`src/rtl/ascii_int_pkg.sv`:
```
// Shared constants and types for the ascii_int counter chain and its serializer.
package ascii_int_pkg;

    localparam logic [7:0] ASCII_ZERO = 8'h30;
    localparam logic [7:0] ASCII_NINE = 8'h39;
    localparam logic [7:0] ASCII_CR   = 8'h0D;
    localparam logic [7:0] ASCII_LF   = 8'h0A;

    typedef enum logic [1:0] {
        ST_IDLE,
        ST_DIGIT,
        ST_CR,
        ST_LF
    } ser_state_e;

    // Index width for a chain of n digits, never narrower than one bit.
    function automatic int unsigned idx_width(input int unsigned n);
        return (n > 1) ? $clog2(n) : 1;
    endfunction

endpackage

```
`src/rtl/ascii_int_serializer_if.sv`:
```
// Start/digit inputs and byte-stream handshake between the serializer and its sink.
interface ascii_int_serializer_if #(
    parameter int unsigned DIGITS = 4
);
    logic                  start;
    logic [8*DIGITS-1:0]   digits;
    logic [7:0]            out_data;
    logic                  out_valid;
    logic                  out_ready;
    logic                  busy;
    logic                  done;

    modport master (
        input  start, digits, out_ready,
        output out_data, out_valid, busy, done
    );

    modport slave (
        output start, digits, out_ready,
        input  out_data, out_valid, busy, done
    );
endinterface

```
`src/rtl/ascii_int_serializer_lz_index.sv`:
```
// Priority encoder: index of the first digit to send, optionally skipping leading '0's.
module ascii_lz_index
    import ascii_int_pkg::*;
#(
    parameter int unsigned DIGITS         = 4,
    parameter bit          SUPPRESS_ZEROS = 1'b1,
    localparam int unsigned IW            = idx_width(DIGITS)
) (
    input  logic [8*DIGITS-1:0] digits,
    output logic [IW-1:0]       start_idx_c
);

    // Ascending scan so the highest non-'0' digit wins; digit 0 is always sent.
    always_comb begin
        start_idx_c = IW'(DIGITS - 1);
        if (SUPPRESS_ZEROS) begin
            start_idx_c = '0;
            for (int unsigned i = 1; i < DIGITS; i++) begin
                if (digits[8*i +: 8] != ASCII_ZERO) begin
                    start_idx_c = IW'(i);
                end
            end
        end
    end

endmodule

```
`src/rtl/ascii_int_serializer.sv`:
```
// Snapshots an ascii_int digit chain on start and streams it MSD first with valid/ready.
module ascii_int_serializer
    import ascii_int_pkg::*;
#(
    parameter int unsigned DIGITS         = 4,
    parameter bit          SUPPRESS_ZEROS = 1'b1,
    parameter bit          TERMINATOR     = 1'b1
) (
    input  logic                  clk,
    input  logic                  rst,
    ascii_int_serializer_if.master bus
);

    localparam int unsigned IW    = idx_width(DIGITS);
    localparam int unsigned SLOTS = 1 << IW;

    ser_state_e             state_q, state_d;
    logic [IW-1:0]          idx_q, idx_d;
    logic [SLOTS-1:0][7:0]  snap_q, snap_d;
    logic [7:0]             out_data_q, out_data_d;
    logic                   out_valid_q, out_valid_d;
    logic                   busy_q, busy_d;
    logic                   done_q, done_d;
    logic [IW-1:0]          start_idx_c;
    logic                   hs_c;
    logic                   finish_c;

    ascii_lz_index #(
        .DIGITS         (DIGITS),
        .SUPPRESS_ZEROS (SUPPRESS_ZEROS)
    ) u_lz_index (
        .digits      (bus.digits),
        .start_idx_c (start_idx_c)
    );

    always_ff @(posedge clk) begin
        if (rst) begin
            state_q     <= ST_IDLE;
            idx_q       <= '0;
            snap_q      <= '0;
            out_data_q  <= '0;
            out_valid_q <= 1'b0;
            busy_q      <= 1'b0;
            done_q      <= 1'b0;
        end else begin
            state_q     <= state_d;
            idx_q       <= idx_d;
            snap_q      <= snap_d;
            out_data_q  <= out_data_d;
            out_valid_q <= out_valid_d;
            busy_q      <= busy_d;
            done_q      <= done_d;
        end
    end

    // Next byte is preloaded into out_data so consecutive bytes flow without a bubble.
    always_comb begin
        state_d     = state_q;
        idx_d       = idx_q;
        snap_d      = snap_q;
        out_data_d  = out_data_q;
        out_valid_d = out_valid_q;
        busy_d      = busy_q;
        done_d      = 1'b0;
        finish_c    = 1'b0;
        hs_c        = out_valid_q & bus.out_ready;

        case (state_q)
            ST_IDLE: begin
                out_valid_d = 1'b0;
                busy_d      = 1'b0;
                out_data_d  = '0;
                if (bus.start) begin
                    snap_d              = '0;
                    snap_d[DIGITS-1:0]  = bus.digits;
                    idx_d               = start_idx_c;
                    out_data_d          = snap_d[start_idx_c];
                    out_valid_d         = 1'b1;
                    busy_d              = 1'b1;
                    state_d             = ST_DIGIT;
                end
            end
            ST_DIGIT: begin
                if (hs_c) begin
                    if (idx_q != '0) begin
                        idx_d      = idx_q - IW'(1);
                        out_data_d = snap_q[idx_q - IW'(1)];
                    end else if (TERMINATOR) begin
                        state_d    = ST_CR;
                        out_data_d = ASCII_CR;
                    end else begin
                        finish_c   = 1'b1;
                    end
                end
            end
            ST_CR: begin
                if (hs_c) begin
                    state_d    = ST_LF;
                    out_data_d = ASCII_LF;
                end
            end
            ST_LF: begin
                if (hs_c) begin
                    finish_c = 1'b1;
                end
            end
            default: begin
                state_d = ST_IDLE;
            end
        endcase

        if (finish_c) begin
            state_d     = ST_IDLE;
            out_valid_d = 1'b0;
            busy_d      = 1'b0;
            out_data_d  = '0;
            done_d      = 1'b1;
        end
    end

    assign bus.out_data  = out_data_q;
    assign bus.out_valid = out_valid_q;
    assign bus.busy      = busy_q;
    assign bus.done      = done_q;

endmodule

```
`src/flat_wrapper.sv`:
```
// flat-port wrapper written by rule: the top's interface ports become plain ports
module ascii_int_serializer_flat import ascii_int_pkg::*;
#(
    parameter int unsigned DIGITS         = 4,
    parameter bit          SUPPRESS_ZEROS = 1'b1,
    parameter bit          TERMINATOR     = 1'b1
)
  (clk, rst, bus_start, bus_digits, bus_out_ready, bus_out_data, bus_out_valid, bus_busy, bus_done);
  ascii_int_serializer_if #(.DIGITS(DIGITS)) bus_i ();
  input  logic clk;
  input  logic rst;
  input wire logic [$bits(bus_i.start)-1:0] bus_start;
  input wire logic [$bits(bus_i.digits)-1:0] bus_digits;
  input wire logic [$bits(bus_i.out_ready)-1:0] bus_out_ready;
  output wire logic [$bits(bus_i.out_data)-1:0] bus_out_data;
  output wire logic [$bits(bus_i.out_valid)-1:0] bus_out_valid;
  output wire logic [$bits(bus_i.busy)-1:0] bus_busy;
  output wire logic [$bits(bus_i.done)-1:0] bus_done;
  assign bus_i.start = bus_start;
  assign bus_i.digits = bus_digits;
  assign bus_i.out_ready = bus_out_ready;
  assign bus_out_data = bus_i.out_data;
  assign bus_out_valid = bus_i.out_valid;
  assign bus_busy = bus_i.busy;
  assign bus_done = bus_i.done;
  ascii_int_serializer #(.DIGITS(DIGITS), .SUPPRESS_ZEROS(SUPPRESS_ZEROS), .TERMINATOR(TERMINATOR)) u_core (.clk(clk), .rst(rst), .bus(bus_i));
endmodule
```
`config.mk`:
```
export PLATFORM = sky130hd
export DESIGN_NAME = ascii_int_serializer_flat
export DESIGN_NICKNAME = d
export VERILOG_FILES = /design/src/rtl/ascii_int_pkg.sv /design/src/rtl/ascii_int_serializer_if.sv /design/src/rtl/ascii_int_serializer_lz_index.sv /design/src/rtl/ascii_int_serializer.sv /design/src/flat_wrapper.sv
export SDC_FILE = /design/constraint.sdc
export NUM_CORES = 1
export LEC_CHECK = 0
export ABC_CLOCK_PERIOD_IN_PS = 3800
export CAP_MARGIN = 20
export CORE_UTILIZATION = 55
export CTS_BUF_LIST = sky130_fd_sc_hd__clkbuf_2
export CTS_CLUSTER_DIAMETER = 50
export DETAILED_ROUTE_END_ITERATION = 10
export GPL_TIMING_DRIVEN = 0
export PLACE_DENSITY = 0.86
export SYNTH_ARGS = -nofsm -noshare
export SYNTH_HDL_FRONTEND = slang
export SYNTH_HIERARCHICAL = 1
export SYNTH_SLANG_ARGS = --single-unit
```
`constraint.sdc`:
```
create_clock -name clk -period 3.8 [get_ports clk]
set_clock_uncertainty 0.2 [all_clocks]
set_input_delay 0.76 -clock clk [delete_from_list [all_inputs] [get_ports clk]]
set_output_delay 0.76 -clock clk [all_outputs]
set_load 0.02 [all_outputs]
```
* Word level (Yosys, flattened, before mapping) *
Index checks and enable logic that the tools add are counted.

storage, ports and cells
  bits in registers = 46
  bits in latches = 0
  memory bits (writable) = 0
  bits in read-only memories = 0
  bits of input ports = 36
  output and inout bits = 11
  logic and storage cells = 58
  memories kept = 0

cells by class
  add/subtract/negate cells = 1
  multipliers = 0
  divide/modulo/power cells = 0
  order comparisons = 2
  equal/unequal tests = 11
  shift-type cells = 0
  muxes and demuxes = 25
  bitwise gates (word level) = 1
  reductions and logical operators = 9

operators with widths
  operator                                                    count
  2-to-1 mux 8 bit                                            6
  binary-select mux 8 bit (select 2 bit)                      2
  != test 8 x 6 -> 1 bit, second input constant               3
  case mux 8 bit (3 select lines)                             1
  2-to-1 mux 2 bit                                            9
  less-than comparator 2 x 3 -> 1 bit, second input constant  2
  != test 2 x 1 -> 1 bit, second input constant               3
  case mux 2 bit (3 select lines)                             1
  2-to-1 mux 1 bit                                            5
  AND reduction 5 bit                                         1
  == test 2 bit, second input constant                        2
  != test 2 bit, second input constant                        2
  case mux 2 bit (2 select lines)                             1
  AND reduction 4 bit                                         1
  nonzero test 2 bit                                          2
  AND reduction 3 bit                                         1
  nonzero test 3 bit                                          1
  == test 2 x 1 -> 1 bit, second input constant               1
  logical NOT 2 bit                                           1
  AND reduction 2 bit                                         1
  OR reduction 2 bit                                          1
  subtractor 2 x 1 -> 2 bit, second input constant            1
  AND 1 bit                                                   1

* Depth between registers and ports, before layout *
Gate-level depths: netlist of the first run.

  word-level depth = 8
  mapped depth = 9
  mapped depth without buffers = 7

* Cells and area by module *
The synthesis of the first run kept the hierarchy.

modules (own cells, without submodules)
  module                times used  cells each  area each (µm²)  sequential area each (µm²)
  ascii_int_serializer  1           269         2,280.9          920.9
  ascii_lz_index        1           11          68.8             0.0

* Worst setup path after synthesis of the first run *
No wires, ideal clock.

  path type = input to register
  start = in bus_digits[31]
  end = reg u_core.out_data_q[3], in the netlist u_core/bus.out_data[3]
  library setup time = 0.070 ns
  arrival time = 2.521 ns
  required time = 3.530 ns
  path slack = 1.009 ns
  stages on the path = 8
  path buffers = 1
  cell sequence = or4_1 -> nor4_2 -> o21ai_1 -> or3b_1 -> clkbuf_1 -> o22ai_1 -> a31oi_1 -> a21oi_1

on the way
  cells in the longest elaborated chain, start to end = 6

ends and longest elaborated chain
  element                                 line                                 source
  from (decl)                             flat_wrapper.sv:13                   input wire logic [$bits(bus_i.digits)-1:0] bus_digits;
  != test 8 x 6 -> 1 bit                  ascii_int_serializer_lz_index.sv:19  if (digits[8*i +: 8] != ASCII_ZERO) begin
  2-to-1 mux 2 bit                        ascii_int_serializer_lz_index.sv:19
  net u_core.start_idx_c[0]               ascii_int_serializer.sv:24           logic [IW-1:0] start_idx_c;
  binary-select mux 8 bit (select 2 bit)  ascii_int_serializer.sv:77           out_data_d = snap_d[start_idx_c];
  2-to-1 mux 8 bit (not written as such)  ascii_int_serializer.sv:77
  2-to-1 mux 8 bit                        ascii_int_serializer.sv:73           if (bus.start) begin
  case mux 8 bit (3 select lines)         ascii_int_serializer.sv:68           case (state_q)
  to (signal assigned)                    ascii_int_serializer.sv:49           out_data_q <= out_data_d;
  to (decl)                               ascii_int_serializer.sv:20           logic [7:0] out_data_q, out_data_d;

The timed path passes the listed nets, and every way through them passes these cells. The select of a mux whose other input is x is not followed.
A chain may end at the register's enable or synchronous reset.

* Final worst setup path of the first run *
  start = in bus_digits[31]
  end = reg u_core.out_data_q[0], in the netlist u_core/bus.out_data[0]

Same word-level chain as after synthesis.

==> impl_metrics.prom, run 1 <==
# TYPE chip_impl_metric gauge
chip_impl_info{name="path_cells",value="clkdlybuf4s50_1, or4_1, nor4_2, o21ai_1, or3b_1, clkbuf_1, o22ai_1, nor2_1, a21oi_1"} 1
chip_impl_metric{name="static-leakage-power",unit="nW"} 1.20
chip_impl_metric{name="ioPinCount",unit=""} 47
chip_impl_metric{name="antenna_left",unit=""} 0
chip_impl_metric{name="area_grow_syn2layout",unit="%"} 25.6
chip_impl_metric{name="max_slew_margin",unit="%"} 59.1
chip_impl_info{name="rr_endpoint",value="u_core/bus.out_data[3]"} 1
chip_impl_metric{name="number_of_unique_standard_cell_types_used_by_synthesis",unit=""} 34
chip_impl_metric{name="tns",unit="ns"} 0
chip_impl_metric{name="finalCriticalPeriod",unit="ns"} 3.18
chip_impl_metric{name="area_share_of_the_largest_cell_type_after_synthesis",unit="%"} 39.2
chip_impl_metric{name="rows",unit=""} 23
chip_impl_metric{name="synth_seq_cells",unit=""} 46
chip_impl_info{name="yosys.cell_count.top_type",value="nand2_1"} 1
chip_impl_metric{name="preCtsSetupSlack",unit="ns"} 0.200
chip_impl_metric{name="cpPeakStageDelay",unit="ns"} 0.55
chip_impl_metric{name="die_width",unit="um"} 67.4
chip_impl_info{name="critical_path_class",value="input pin to flop"} 1
chip_impl_info{name="yosys.area.top_type",value="dfxtp_1"} 1
chip_impl_info{name="ctsRootBufferMaster",value="clkbuf_2"} 1
chip_impl_metric{name="numClockSinks",unit=""} 46
chip_impl_metric{name="timing.critical_path.buf_inv",unit=""} 2
chip_impl_metric{name="number_of_global_route_vias_before_repair",unit=""} 2146
chip_impl_metric{name="clock_path_buffers",unit=""} 2
chip_impl_metric{name="report.final.slew_viol_count",unit=""} 0
chip_impl_metric{name="hold_buffers",unit=""} 0
chip_impl_metric{name="post-dp-hpwl",unit="mm"} 4.76
chip_impl_info{name="tritoncts",value="yes"} 1
chip_impl_info{name="worst_setup_path_start_kind",value="input pin"} 1
chip_impl_metric{name="synth-edff-count",unit=""} 0
chip_impl_metric{name="grt_first_pass_wirelength",unit="mm"} 10.3
chip_impl_metric{name="synth_warnings",unit=""} 6
chip_impl_metric{name="detail_route.iter0.violations",unit=""} 224
chip_impl_metric{name="max-vdd-ir-drop",unit="mV"} 0.309
chip_impl_metric{name="coreArea",unit="um^2"} 4060
chip_impl_metric{name="io_buffers",unit=""} 45
chip_impl_metric{name="grt_start_max_net_pins",unit=""} 15
chip_impl_metric{name="antenna_cells",unit=""} 0
chip_impl_info{name="ys_top_cells_by_area",value="dfxtp_1, nand2_1, a21oi_1"} 1
chip_impl_metric{name="clkLatencyLatePin",unit="ns"} 0.43
chip_impl_metric{name="track_usage",unit="%"} 31.9
chip_impl_metric{name="sequential_element_share_of_the_synthesized_area",unit="%"} 39.2
chip_impl_metric{name="initial_util",unit="%"} 57.9
chip_impl_metric{name="antenna_found_initial",unit=""} 0
chip_impl_metric{name="timing.final.setup_violations",unit=""} 0
chip_impl_info{name="run_status",value="complete, no violations"} 1
chip_impl_metric{name="syn-instance-count",unit=""} 280
chip_impl_metric{name="share_comb_of_total_power",unit="%"} 49.0
chip_impl_metric{name="post_cts_resized",unit=""} 0
chip_impl_metric{name="power_report.internal_total",unit="W"} 0.00119
chip_impl_metric{name="postSynthAreaPerCell",unit="um^2"} 8.39
chip_impl_metric{name="final-instance-count-excl-fill",unit=""} 383
chip_impl_metric{name="post_synth_instance_area",unit="um^2"} 2350
chip_impl_metric{name="drive_gt1_share",unit="%"} 7.81
chip_impl_info{name="holdCritPathClass",value="flop to flop"} 1
chip_impl_metric{name="ff2ff_path_depth",unit=""} 8
chip_impl_info{name="rsz0062_at_grt",value="false"} 1
chip_impl_metric{name="timing_hold_violations_final",unit=""} 0
chip_impl_metric{name="die-height",unit="um"} 67.4
chip_impl_metric{name="routed_vias",unit=""} 2319
chip_impl_metric{name="synthArstFlopShare",unit="%"} 0
chip_impl_metric{name="synth.net_count",unit=""} 324
chip_impl_metric{name="worst_ep_required_time",unit="ns"} 3.99
chip_impl_metric{name="place.gp.congestion",unit=""} 0.968
chip_impl_metric{name="number_of_buffers_added_by_the_clock_tree_synthesis_step",unit=""} 5
chip_impl_metric{name="worst_slack",unit="ns"} 0.620
chip_impl_metric{name="worst-path-max-fanout",unit=""} 8
chip_impl_metric{name="power_frac_clock",unit="%"} 17.1
chip_impl_metric{name="reg2reg_slack",unit="ns"} 1.18
chip_impl_metric{name="post_cts_buffers",unit=""} 0
chip_impl_metric{name="design.final.nets",unit=""} 376
chip_impl_info{name="worstSetupEndpointType",value="flop"} 1
chip_impl_metric{name="ctsHtreeMaxLevel",unit=""} 2
chip_impl_metric{name="place.detailed.instances",unit=""} 375
chip_impl_info{name="worstSetupEndpoint",value="u_core/bus.out_data[0]"} 1
chip_impl_metric{name="seqPwrFrac",unit="%"} 33.8
chip_impl_metric{name="crit_arrival",unit="ns"} 3.37
chip_impl_info{name="leading_post_synthesis_cells_by_instance_count",value="nand2_1, a21oi_1, dfxtp_1"} 1
chip_impl_metric{name="sw_frac_of_total",unit="%"} 40.1
chip_impl_info{name="critPathTopFamily",value="simple AND/OR/NAND/NOR gates"} 1
chip_impl_metric{name="firstDrtPassIters",unit=""} 5
chip_impl_metric{name="max_slew.worst_pin.slew",unit="ns"} 0.614
chip_impl_metric{name="clkSlewWorstSetupHoldPaths",unit="ns"} 0.24
chip_impl_metric{name="final.period_utilization",unit="%"} 83.7
chip_impl_info{name="cp_slowest_cell",value="or4_1"} 1
chip_impl_metric{name="design.die.area",unit="um^2"} 4540
chip_impl_info{name="critical_path.reg2reg.startpoint",value="u_core/idx_q[0]"} 1
chip_impl_metric{name="cp_num_cells",unit=""} 9
chip_impl_metric{name="average_detailed_routed_wire_length_per_instance",unit="um"} 17.4
chip_impl_metric{name="p_sw",unit="W"} 0.000796
chip_impl_info{name="worst_setup_path_startpoint",value="bus_digits[31]"} 1
chip_impl_metric{name="max-cap-violations",unit=""} 0
chip_impl_metric{name="drc_errors",unit=""} 0
chip_impl_info{name="predominant_post_synthesis_flop_cell",value="dfxtp_1"} 1
chip_impl_metric{name="clock.fmax",unit="GHz"} 0.314
chip_impl_metric{name="power-per-cell-area",unit="nW/um^2"} 673
chip_impl_metric{name="finalWirelength",unit="mm"} 6.65
chip_impl_metric{name="route.detailed.vias_per_inst",unit=""} 6.05
chip_impl_metric{name="global_route.overflow_total",unit=""} 0
-- power by group through the flow --
stage | Clock, W | Combinational, W | Sequential (W)
2_1_floorplan | 0 | 0.000606 | 0.000711
3_3_place_gp | 0 | 0.000926 | 0.000674
3_5_place_dp | 0 | 0.000952 | 0.000681
4_1_cts | 0.000342 | 0.000963 | 0.000671
5_1_grt | 0.000364 | 0.00105 | 0.000687
6_report | 0.000340 | 0.000974 | 0.000672
-- worst min-delay path by stage --
stage | start | end | slack [ns] | cells after the start
floorplan | u_core/snap_q[10] | u_core/snap_q[10] | 0.23 | 2
global placement | u_core/snap_q[11] | u_core/snap_q[11] | 0.24 | 2
detailed placement | u_core/snap_q[10] | u_core/snap_q[10] | 0.24 | 2
CTS | u_core/snap_q[10] | u_core/snap_q[10] | 0.27 | 2
global route | u_core/snap_q[14] | u_core/snap_q[14] | 0.29 | 2
finish | u_core/snap_q[10] | u_core/snap_q[10] | 0.27 | 2
-- area by class of cell --
cell class / instances / area, um^2
multi-input combinational: 211 / 1330
inverter: 4 / 15.0
clock inverter: 3 / 63.8
tap: 50 / 62.6
buffer: 19 / 86.3
timing repair buffer: 45 / 450
sequential: 46 / 921
fill: 327 / 1110
clock buffer: 5 / 25.0
-- layer usage --
layer / global-route usage (%) / part of all wire [%] / vias up
li1: - / - / 1089
met1: 39.6 / 40 / 1075
met2: 50.5 / 47 / 136
met3: 8.28 / 10 / 19
met4: 16.5 / 2.3 / 0
met5: 0 / 0 / -
-- stage by stage --
stage	power, W	utilization [%]	instance area (um^2)	hold WS (ns)
after detailed placement	0.00163	70.6	2860	0.243
after global routing	0.00210	72.7	2950	0.289
after global placement	0.00160	70.6	2860	0.240
after floorplan	0.00132	-	2350	0.233
final	0.00199	72.7	2950	0.269
after CTS	0.00198	72.7	2950	0.268
-- cells by family after synthesis --
family | synth area share (%)
simple gates | 19.3
fa+ha+maj | 4.26
flops | 39.2
compound gates | 17.2
buf+inv | 4.31
mux | 15.8
-- placed cells by master, fill, tap and decap left out, drive strengths merged, types with 8 or more instances in the layout --
cell type	n
nand2	72
mux4	8
mux2i	19
clkbuf	17
ha	8
dfxtp	46
o22ai	8
o21ai	9
a21oi	49
clkdlybuf4s50	45
-- state kept, by name (all words and copies together) (netlist names) --
name / cells
u_core/state_q: 2
u_core/idx_q: 2
u_core/bus.out_data: 8
u_core/bus.busy: 1
u_core/bus.done: 1
u_core/snap_q: 32
-- tightest hold or removal path, delay by kind of cell, from the launching register on --
family	cells	cell delay (ns)
flip-flops	1	0.36
AO/OA/AOI/OAI	1	0.05
AND/OR/NAND/NOR	1	0.05
No activity file was read; power rests on OpenSTA's default activity.
==> run 2: changes to the inputs <==
--- a/config.mk
+++ b/config.mk
@@ -5,14 +5,14 @@
 export SDC_FILE = /design/constraint.sdc
 export NUM_CORES = 1
 export LEC_CHECK = 0
-export ABC_CLOCK_PERIOD_IN_PS = 3800
+export ABC_CLOCK_PERIOD_IN_PS = 3200
 export CAP_MARGIN = 20
-export CORE_UTILIZATION = 55
+export CORE_UTILIZATION = 53
 export CTS_BUF_LIST = sky130_fd_sc_hd__clkbuf_2
 export CTS_CLUSTER_DIAMETER = 50
 export DETAILED_ROUTE_END_ITERATION = 10
 export GPL_TIMING_DRIVEN = 0
-export PLACE_DENSITY = 0.86
+export PLACE_DENSITY = 0.84
 export SYNTH_ARGS = -nofsm -noshare
 export SYNTH_HDL_FRONTEND = slang
 export SYNTH_HIERARCHICAL = 1
==> constraint.sdc (replaced) <==
create_clock -name clk -period 3.2 [get_ports clk]
set_clock_uncertainty 0.2 [all_clocks]
set_input_delay 0.64 -clock clk [delete_from_list [all_inputs] [get_ports clk]]
set_output_delay 0.64 -clock clk [all_outputs]
set_load 0.02 [all_outputs]
==> run 2 against run 1 <==
Total power rose by 14%; critical endpoint is now u_core/bus.out_data[3]; die area up 3.7%; sequential share of layout area grew 0.23 points; via count down 0.91%; critical path type unchanged; sequential power grew 19%.
==> impl_metrics.prom, run 2 (same netlist as run 1, synthesis figures left out) <==
# TYPE chip_impl_metric gauge
chip_impl_metric{name="numClockSinks",unit=""} 46
chip_impl_metric{name="tns",unit="ns"} 0
chip_impl_metric{name="average_detailed_routed_wire_length_per_instance",unit="um"} 17.0
chip_impl_info{name="rsz0062_at_grt",value="false"} 1
chip_impl_metric{name="drive_gt1_share",unit="%"} 8.11
chip_impl_metric{name="final.period_utilization",unit="%"} 96.5
chip_impl_metric{name="antenna_left",unit=""} 0
chip_impl_info{name="path_cells",value="clkdlybuf4s50_1, or4_1, nor4_2, o21ai_1, or3b_1, clkbuf_1, o22ai_1, a31oi_1, a21oi_1"} 1
chip_impl_metric{name="ctsHtreeMaxLevel",unit=""} 2
chip_impl_metric{name="worst_ep_required_time",unit="ns"} 3.39
chip_impl_info{name="critical_path.reg2reg.startpoint",value="u_core/idx_q[0]"} 1
chip_impl_info{name="cp_slowest_cell",value="or4_1"} 1
chip_impl_metric{name="hold_buffers",unit=""} 0
chip_impl_info{name="largest_register",value="u_core/snap_q"} 1
chip_impl_info{name="worstSetupEndpointType",value="flop"} 1
chip_impl_metric{name="firstDrtPassIters",unit=""} 5
chip_impl_metric{name="grt_first_pass_wirelength",unit="mm"} 10.1
chip_impl_metric{name="post-dp-hpwl",unit="mm"} 4.75
chip_impl_metric{name="route.detailed.vias_per_inst",unit=""} 6.00
chip_impl_metric{name="power_report.internal_total",unit="W"} 0.00134
chip_impl_metric{name="post_cts_resized",unit=""} 0
chip_impl_metric{name="max_slew_margin",unit="%"} 57.7
chip_impl_metric{name="drc_errors",unit=""} 0
chip_impl_metric{name="design.die.area",unit="um^2"} 4700
chip_impl_metric{name="die-height",unit="um"} 68.6
chip_impl_metric{name="total_power",unit="W"} 0.00227
chip_impl_metric{name="power_frac_clock",unit="%"} 14.6
chip_impl_metric{name="coreArea",unit="um^2"} 4120
chip_impl_info{name="tritoncts",value="yes"} 1
chip_impl_info{name="mostFrequentLayoutCell",value="nand2_1"} 1
chip_impl_metric{name="antenna_cells",unit=""} 0
chip_impl_info{name="critical_path_class",value="input pin to flop"} 1
chip_impl_metric{name="worst_slack",unit="ns"} 0.112
chip_impl_metric{name="power-per-cell-area",unit="nW/um^2"} 776
chip_impl_info{name="worst_setup_path_start_kind",value="input pin"} 1
chip_impl_metric{name="finalWirelength",unit="mm"} 6.53
chip_impl_metric{name="clock_path_buffers",unit=""} 2
chip_impl_metric{name="io_buffers",unit=""} 45
chip_impl_metric{name="antenna_found_initial",unit=""} 0
chip_impl_info{name="worst_setup_path_startpoint",value="bus_digits[31]"} 1
chip_impl_metric{name="cpPeakStageDelay",unit="ns"} 0.57
chip_impl_metric{name="clkLatencyLatePin",unit="ns"} 0.44
chip_impl_info{name="layout_common_cells",value="nand2_1, a21oi_1, dfxtp_1, clkdlybuf4s50_1, mux2i_1"} 1
chip_impl_metric{name="clock.fmax",unit="GHz"} 0.324
chip_impl_metric{name="hold-path-cell-count",unit=""} 2
chip_impl_metric{name="share_comb_of_total_power",unit="%"} 50.3
chip_impl_metric{name="global_route.overflow_total",unit=""} 0
chip_impl_metric{name="sw_frac_of_total",unit="%"} 41.1
chip_impl_metric{name="grt_start_max_net_pins",unit=""} 15
chip_impl_metric{name="place.detailed.instances",unit=""} 375
chip_impl_metric{name="rows",unit=""} 23
chip_impl_metric{name="track_usage",unit="%"} 30.3
chip_impl_metric{name="max_slew.worst_pin.slew",unit="ns"} 0.635
chip_impl_metric{name="number_of_global_route_vias_before_repair",unit=""} 2125
chip_impl_metric{name="clkSlewWorstSetupHoldPaths",unit="ns"} 0.24
chip_impl_metric{name="place.gp.congestion",unit=""} 0.951
chip_impl_metric{name="finalCriticalPeriod",unit="ns"} 3.09
chip_impl_metric{name="initial_util",unit="%"} 57.1
chip_impl_metric{name="design.final.nets",unit=""} 376
chip_impl_metric{name="detail_route.iter0.violations",unit=""} 206
chip_impl_metric{name="seqPwrFrac",unit="%"} 35.1
chip_impl_metric{name="ioPinCount",unit=""} 47
chip_impl_metric{name="timing_hold_violations_final",unit=""} 0
chip_impl_metric{name="max_ffs_per_register",unit=""} 32
chip_impl_metric{name="post_cts_buffers",unit=""} 0
chip_impl_metric{name="preCtsSetupSlack",unit="ns"} -0.242
chip_impl_metric{name="max-vdd-ir-drop",unit="mV"} 0.385
chip_impl_metric{name="reg2reg_slack",unit="ns"} 0.57
chip_impl_info{name="holdCritPathClass",value="flop to flop"} 1
chip_impl_info{name="run_status",value="complete, no violations"} 1
chip_impl_metric{name="die_width",unit="um"} 68.6
chip_impl_metric{name="number_of_buffers_added_by_the_clock_tree_synthesis_step",unit=""} 5
chip_impl_metric{name="routed_vias",unit=""} 2298
chip_impl_metric{name="p_sw",unit="W"} 0.000934
chip_impl_metric{name="timing.final.setup_violations",unit=""} 0
chip_impl_info{name="min-delay-start",value="u_core/snap_q[27]"} 1
chip_impl_metric{name="crit_arrival",unit="ns"} 3.28
chip_impl_metric{name="max-cap-violations",unit=""} 0
chip_impl_metric{name="report.final.slew_viol_count",unit=""} 0
chip_impl_info{name="ctsRootBufferMaster",value="clkbuf_2"} 1
chip_impl_metric{name="static-leakage-power",unit="nW"} 1.19
chip_impl_metric{name="worst-path-max-fanout",unit=""} 8
chip_impl_metric{name="ff2ff_path_depth",unit=""} 8
chip_impl_metric{name="area_grow_syn2layout",unit="%"} 24.7
chip_impl_metric{name="final-instance-count-excl-fill",unit=""} 383
run 2: cell count changes in the layout (fill, tap and decap cells not counted), sizes merged:
cell      before  now
clkinv         1    0
clkinvlp       0    1
bufinv         2    1
clkbuf        17   18
run 2: layout make-up:
cell class	count	area (um^2)
multi-input combinational	211	1330
fill	346	1180
sequential	46	921
timing repair buffer	45	450
buffer	19	86.3
tap	50	62.6
clock inverter	2	37.5
clock buffer	6	30.0
inverter	4	15.0
run 2: power groups by stage:
stage / clock, W / sequential, W / combinational (W)
after detailed placement: 0 / 0.000810 / 0.00112
after CTS: 0.000335 / 0.000797 / 0.00113
after global placement: 0 / 0.000805 / 0.00109
final: 0.000333 / 0.000798 / 0.00114
after global routing: 0.000356 / 0.000817 / 0.00124
after floorplan: 0 / 0.000844 / 0.000720
run 2: per-stage QoR:
stage               hold slack, ns  util [%]  cell area (um^2)
global placement             0.241      69.6              2860
CTS                          0.274      71.2              2930
detailed placement           0.248      69.6              2860
floorplan                    0.233         -              2350
finish                       0.273      71.2              2930
global route                 0.285      71.2              2930
run 2: final timing paths:
kind,to
hold / removal,u_core/snap_q[27]
hold reg to reg,u_core/snap_q[27]
setup reg to reg,u_core/bus.out_data[3]
setup / recovery,u_core/bus.out_data[3]
run 2: routing by layer:
layer,wire (um),GRT usage [%]
met1,2830,39.2
met2,2960,47.1
met3,576,5.76
met4,168,16.9
met5,0,0
run 2: critical path: cells and delay by family:
kind            cells  cell delay (ns)
compound gates      4             0.70
simple gates        3             1.22
buf+inv             2             0.70
